--- config.mk ---
export PLATFORM = sky130hd
export DESIGN_NAME = alu_operand_sequencer
export DESIGN_NICKNAME = d
export VERILOG_FILES = /design/src/rtl/alu_seq_pkg.sv /design/src/rtl/btn_debounce.sv /design/src/rtl/alu_operand_sequencer.sv
export SDC_FILE = /design/constraint.sdc
export NUM_CORES = 1
export LEC_CHECK = 0
export BUFFER_PORTS_ARGS = -buffer_cell sky130_fd_sc_hd__clkbuf_2
export CELL_PAD_IN_SITES_DETAIL_PLACEMENT = 0
export CELL_PAD_IN_SITES_GLOBAL_PLACEMENT = 1
export CORE_MARGIN = 2
export CORE_UTILIZATION = 39
export DETAILED_ROUTE_END_ITERATION = 16
export GPL_TIMING_DRIVEN = 0
export PLACE_DENSITY_LB_ADDON = 0.1
export SYNTH_ARGS = -nofsm -noshare
export SYNTH_HDL_FRONTEND = slang
export SYNTH_SLANG_ARGS = --single-unit
export TNS_END_PERCENT = 1
--- constraint.sdc ---
create_clock -name clk -period 1.25 [get_ports clk]
set_input_delay 0.3125 -clock clk [delete_from_list [all_inputs] [get_ports clk]]
set_output_delay 0.3125 -clock clk [all_outputs]
set_load 0.05 [all_outputs]
--- src/rtl/alu_seq_pkg.sv ---
// Shared constants for the ALU operand sequencer: FSM state encoding and defaults.
// No logic; imported by the debouncer and the top level.
// Button-select states mirror the one-hot select driven to the datapath.
package alu_seq_pkg;

  localparam logic [1:0] S_IDLE = 2'd0;
  localparam logic [1:0] S_OP1  = 2'd1;
  localparam logic [1:0] S_OP2  = 2'd2;

  localparam int DW_DEF        = 2;
  localparam int DB_CYCLES_DEF = 4;
  localparam int CNT_W_DEF     = 3;

endpackage

--- src/rtl/btn_debounce.sv ---
// Synchronises one raw push-button, debounces it and flags accepted rising levels.
// Latency: a stable raw rise shows as a one-cycle 'rise' DB_CYCLES+2 edges later.
// No backpressure; bounces shorter than DB_CYCLES synchronised cycles are dropped.
module btn_debounce
  import alu_seq_pkg::*;
#(
  parameter int DB_CYCLES = DB_CYCLES_DEF,
  parameter int CNT_W     = CNT_W_DEF
) (
  input  logic clk,
  input  logic rst,
  input  logic raw,
  output logic level,
  output logic rise
);

  logic             s1;
  logic             s2;
  logic             level_d;
  logic [CNT_W-1:0] cnt;

  // Two-flop synchroniser, stability counter, debounced level and registered edge detect.
  always_ff @(posedge clk) begin
    if (rst) begin
      s1      <= 1'b0;
      s2      <= 1'b0;
      cnt     <= '0;
      level   <= 1'b0;
      level_d <= 1'b0;
      rise    <= 1'b0;
    end else begin
      s1 <= raw;
      s2 <= s1;
      if (s2 == level) begin
        cnt <= '0;
      end else if (cnt == CNT_W'(DB_CYCLES - 1)) begin
        // s2 has disagreed with the debounced level for DB_CYCLES cycles in a row.
        level <= s2;
        cnt   <= '0;
      end else begin
        cnt <= cnt + CNT_W'(1);
      end
      level_d <= level;
      rise    <= level & ~level_d;
    end
  end

endmodule

--- src/rtl/alu_operand_sequencer.sv ---
// Front-end for the 2-bit add/sub datapath: debounced op select plus operand capture.
// Latency: stable raw button rise at edge t -> outputs and op_valid at edge t+DB_CYCLES+3.
// No backpressure; outputs hold between accepted presses, op_valid pulses once per press.
module alu_operand_sequencer
  import alu_seq_pkg::*;
#(
  parameter int DW        = DW_DEF,
  parameter int DB_CYCLES = DB_CYCLES_DEF,
  parameter int CNT_W     = CNT_W_DEF
) (
  input  logic          clk,
  input  logic          rst,
  input  logic [DW-1:0] sw_a,
  input  logic [DW-1:0] sw_b,
  input  logic          sw_cin,
  input  logic          btn1_raw,
  input  logic          btn2_raw,
  output logic [DW-1:0] a_out,
  output logic [DW-1:0] b_out,
  output logic          cin_out,
  output logic          btn1_out,
  output logic          btn2_out,
  output logic          op_valid
);

  logic [1:0] state;
  logic       db1;
  logic       db2;
  logic       rise1;
  logic       rise2;
  logic       unused_levels;

  btn_debounce #(.DB_CYCLES(DB_CYCLES), .CNT_W(CNT_W)) u_db1 (
    .clk   (clk),
    .rst   (rst),
    .raw   (btn1_raw),
    .level (db1),
    .rise  (rise1)
  );

  btn_debounce #(.DB_CYCLES(DB_CYCLES), .CNT_W(CNT_W)) u_db2 (
    .clk   (clk),
    .rst   (rst),
    .raw   (btn2_raw),
    .level (db2),
    .rise  (rise2)
  );

  // Only the rising events matter here; the held levels are not needed downstream.
  assign unused_levels = db1 ^ db2;

  // Op-select FSM with operand capture; btn1 wins a same-cycle tie.
  always_ff @(posedge clk) begin
    if (rst) begin
      state    <= S_IDLE;
      a_out    <= '0;
      b_out    <= '0;
      cin_out  <= 1'b0;
      op_valid <= 1'b0;
    end else begin
      op_valid <= 1'b0;
      if (rise1 || rise2) begin
        state    <= rise1 ? S_OP1 : S_OP2;
        a_out    <= sw_a;
        b_out    <= sw_b;
        cin_out  <= sw_cin;
        op_valid <= 1'b1;
      end
    end
  end

  // Decoding straight from the state keeps the select one-hot (or all-zero) by construction.
  assign btn1_out = (state == S_OP1);
  assign btn2_out = (state == S_OP2);

endmodule
* Yosys cells after proc, flatten, opt, wreduce, memory -nomap -nowiden
Cells that the tools add are included.
** Word-level totals
- Bits in registers :: 24
- Output and inout bits :: 8
- Word-level logic and storage cells :: 38
** Operators by class
- Add/subtract/negate cells :: 2
- Equality and inequality tests :: 6
- Multiplexer cells :: 2
- Bitwise gates (word level) :: 6
- Reduce and logical (&&, ||, !) cells :: 5
** Operator list (count)
- $add 3x1->3 const B :: 2
- $eq 3x2->1 const B :: 2
- $reduce_or 3->1 :: 2
- $not 1->1 :: 4
- $reduce_and 2->1 :: 2
- $and 1x1->1 :: 2
- $eq 1x1->1 :: 2
- $eq 2x1->1 const B :: 1
- $eq 2x2->1 const B :: 1
- $mux 2 :: 1
- $logic_or 1x1->1 :: 1
- $mux 1 :: 1

* Longest topological paths before layout
- Word-level depth :: 3
- Gate-level depth with buffers :: 4
- Mapped depth without buffers :: 4

* By module
A second synthesis with hierarchy kept.
** Unflattened totals
- Cell total of the unflattened synthesis :: 77
- Area, all modules :: 850.8 µm²
** By module, submodules not included
- btn_debounce :: instances 2, cells an instance 21, area each 266.5 µm²
- alu_operand_sequencer :: instances 1, cells an instance 35, area each 317.8 µm²

* Worst setup path before layout
Ideal clock, no wire load.
- Path type :: register -> output
- Start :: register state[0]
- End :: output btn1_out
- Arrival time :: 1041 ps
- Data required time :: 938 ps
- Setup slack :: -104 ps
- Cell stages (with the launch flop) :: 2
- Buffers on the path :: 0
- Path through :: dfxtp_1 -> nor2b_1
** On the way
- Word-level cells in the longest chain between the ends :: 1
** RTL lines
- from (decl) :: RTL line alu_operand_sequencer.sv:26 : logic [1:0] state;
- from (signal assigned) :: RTL line alu_operand_sequencer.sv:63 : state <= rise1 ? S_OP1 : S_OP2;
- $eq 2x1->1 :: RTL line alu_operand_sequencer.sv:73 : assign btn1_out = (state == S_OP1);
- to (decl) :: RTL line alu_operand_sequencer.sv:21 : output logic btn1_out,
Every way passes these cells.

* Worst setup path after layout
Same ends and word-level chain as after synthesis.

==> impl_metrics.toml <==
[grt]
grt_use_met3_pct = 2.976
grt_use_total_pct = 11.40
busiest_layer = "met2"
grt_start_max_net_pins = 14
first_global_vias = 498
met2_usage_pct = 19.08
grtUsageMet1_pct = 12.97
grt_first_pass_wirelength_microns = 2125
grt_overflow = 0
antenna_found_initial = 0

[sta]
drv_slew = 0
postLayoutSetupSlackWorst_ns = -0.06367
fin_skew_ns = 0.002037
setup_violations = 2
rsz0062_at_grt = "true"
maxSlewHeadroom_pct = 69.81
hold_violations = 0
fmax_ghz = 0.7612
period_share_pct = 105.1
finalCriticalPeriod_ns = 1.314
worst_pin_slew_ns = 0.4528
hold_ws_ns = 0.2062

[critical_path]
slowest_delay_ns = 0.38
required_ns = 0.94
end_kind = "primary output"
cp_num_buf_inv = 1
critPathLaunchType = "flop"
crit_type = "flop to primary output"
cp_top_family = "flip-flops"
slowest_stage = "dfxtp_2"
crit_chain = "nor2b_4 -> buf_8"
cp_max_fo = 3
arrival_ns = 1.00

[logic_synthesis]
yosys_warnings = 0
synth_commonest_cells = "dfxtp_1, nor2b_1, a21oi_1, nor2_1, o21ai_0"
synth-edff-count = 0
synth_area_sq_um = 837.1
ys_seq_area_share_pct = 57.40
postSynth.asyncResetShare_pct = 0
syn_avg_cell_area_sq_um = 10.73
ys.flop_type = "dfxtp_1"
synth_top_cell_by_area = "dfxtp_1"
yosysMostFrequentCell = "dfxtp_1"
yosysTopAreaCellShare_pct = 57.40
yosysUniqueCellTypes = 19
synthCells = 78
syn_nets = 91
synth-seq-cells = 24
ys_top_cells_by_area = "dfxtp_1, nor2b_1, ha_1"

[power]
p_leak_nw = 0.4082
p_int_mw = 0.9649
p_sw_share_pct = 19.66
peakVddDrop_v = 0.0006426
p_clk_share_pct = 32.7
power.density_nw_per_um2 = 1141
power_switching_mw = 0.2361
pwr-share-seq_pct = 64.4
combPwrFrac_pct = 2.9

[final_layout]
area_growth_pct = 25.71
n_fill_cell = 191
instances_no_fill = 125
fin_nets = 112
drive_above_1_share_pct = 31.63
diodes = 0

[cts]
hold_buffers = 0
clockRootBuffer = "clkbuf_4"
clockBufferDepth = 2
cts-htree-levels = 1
path_clk_slew_ns = 0.12
post-cts-setup-buffers = 0
cts_sinks = 24
clk_latency_ns = 0.30
cts_buffers = 3
tritoncts = "done"

[routing]
totalWireLength_microns = 1255
drc = 0
firstDrtPassIters = 4
drt-initial-drc-count = 1
routedWlPerCell_microns = 10.04
postRouteAntennaNets = 0
vias = 551
vias_per_cell = 4.408

[place]
port_buffers = 16
gp_congestion = 0.6284
placed_cells = 121
dp_hpwl_microns = 894.5

[floorplanning]
core.rowCount = 16
core_sq_um = 2002
initial_core_util_pct = 41.81
die_w_microns = 50.33
die_h_microns = 50.33
ios = 17
die_area_sq_um = 2533

[outcome]
outcome = "complete, but fails checks"
failed_checks = "negative setup slack"

[job]
cap_viol_max_count = 0

[worst_hold_path]
hp-class = "input pin to flop"
## power groups by stage
stage,Combinational (mW),Clock (mW),Sequential (mW)
finish,0.0347,0.393,0.774
global route,0.0389,0.447,0.776
CTS,0.0345,0.416,0.776
detailed placement,0.0342,0,0.793
global placement,0.0339,0,0.793
floorplan,0.0172,0,0.792
## cell families (layout without fill, tap and decap cells)
family                     Yosys count  in the layout  synth area share, %
buffers and inverters                7             27                4.184
AOI/OAI and AO/OA                   11             11                6.577
xor gates and xnor gates             2              2                2.093
DFF                                 24             24                57.40
adders and majority gates            4              4                5.979
muxes                                2              2                2.392
and+or+nand+nor                     28             28                21.38
## placed cells by master (no fill, tap or decap)
| cell type | instances |
|---|---|
| a21oi_1 | 6 |
| buf_1 | 1 |
| buf_6 | 1 |
| buf_8 | 2 |
| clkbuf_1 | 1 |
| clkbuf_2 | 10 |
| clkbuf_4 | 8 |
| clkbuf_8 | 1 |
| dfxtp_1 | 22 |
| dfxtp_2 | 1 |
| dfxtp_4 | 1 |
| ha_1 | 4 |
| inv_1 | 3 |
| mux2i_1 | 2 |
| nand2b_1 | 1 |
| nor2_1 | 5 |
| nor2b_1 | 8 |
| nor2b_4 | 2 |
| nor3_1 | 1 |
| nor4_1 | 3 |
| nor4_2 | 1 |
| nor4b_1 | 1 |
| nor4b_2 | 1 |
| o21ai_0 | 5 |
| or3b_1 | 2 |
| or3b_2 | 3 |
| xnor2_1 | 2 |
## what timing repair did
action / in CTS / in global routing
hold endpoints to repair: 0 / 0
pin swaps: 0 / 0
endpoints found under the setup margin: 6 / 5
resized for setup: 12 / 9
## worst reg2reg max path, stage by stage, from the launching register on
cell     delay [ns]
dfxtp_1        0.36
ha_1           0.15
ha_1           0.26
mux2i_1        0.21
nor2_1         0.05
## cell type report
| class | instances | area [sq um] | area share, % |
|---|---|---|---|
| flip-flops and latches | 24 | 485.5 | 46.14 |
| inverters | 3 | 11.26 | 1.070 |
| well taps | 27 | 33.78 | 3.210 |
| plain buffers | 4 | 23.77 | 2.259 |
| repair buffers | 16 | 112.6 | 10.70 |
| multi-input cells | 47 | 349.1 | 33.17 |
| clock buffers | 4 | 36.28 | 3.448 |
## layer usage
metal,routed length (microns),vias up
met3,74,2
met2,554,13
met5,0,-
met1,614,232
met4,12,0
li1,-,304
## registers in the layout, summed over array words and instances (netlist names)
signal,cells
a_out,2
b_out,2
cin_out,1
op_valid,1
state,2
u_db1.cnt,3
u_db1.level,1
u_db1.level_d,1
u_db1.rise,1
u_db1.s1,1
u_db1.s2,1
u_db2.cnt,3
u_db2.level,1
u_db2.level_d,1
u_db2.rise,1
u_db2.s1,1
u_db2.s2,1
## stage by stage
step / power, mW / setup TNS [ns] / setup slack, ns / cell area, sq um / utilization [%]
detailed placement: 0.8273 / 0 / 0.1129 / 950.9 / 47.50
floorplan: 0.8096 / -0.2330 / -0.1039 / 837.1 / -
CTS: 1.227 / -0.1296 / -0.06598 / 1022 / 51.06
finish: 1.201 / -0.1036 / -0.06367 / 1052 / 52.56
global route: 1.262 / -0.2302 / -0.1241 / 1052 / 52.56
global placement: 0.8267 / 0 / 0.1479 / 950.9 / 47.50
## worst paths after layout
path                      start            end  slack [ns]  cells after the start
setup reg to reg   u_db1.cnt[0]    u_db1.level        0.11                      4
hold reg to reg   u_db2.level_d     u_db2.rise        0.39                      1
hold / removal              rst  u_db1.level_d        0.21                      2
setup / recovery       state[0]       btn1_out       -0.06                      2
Note: power is estimated with default switching activity, not from simulation.
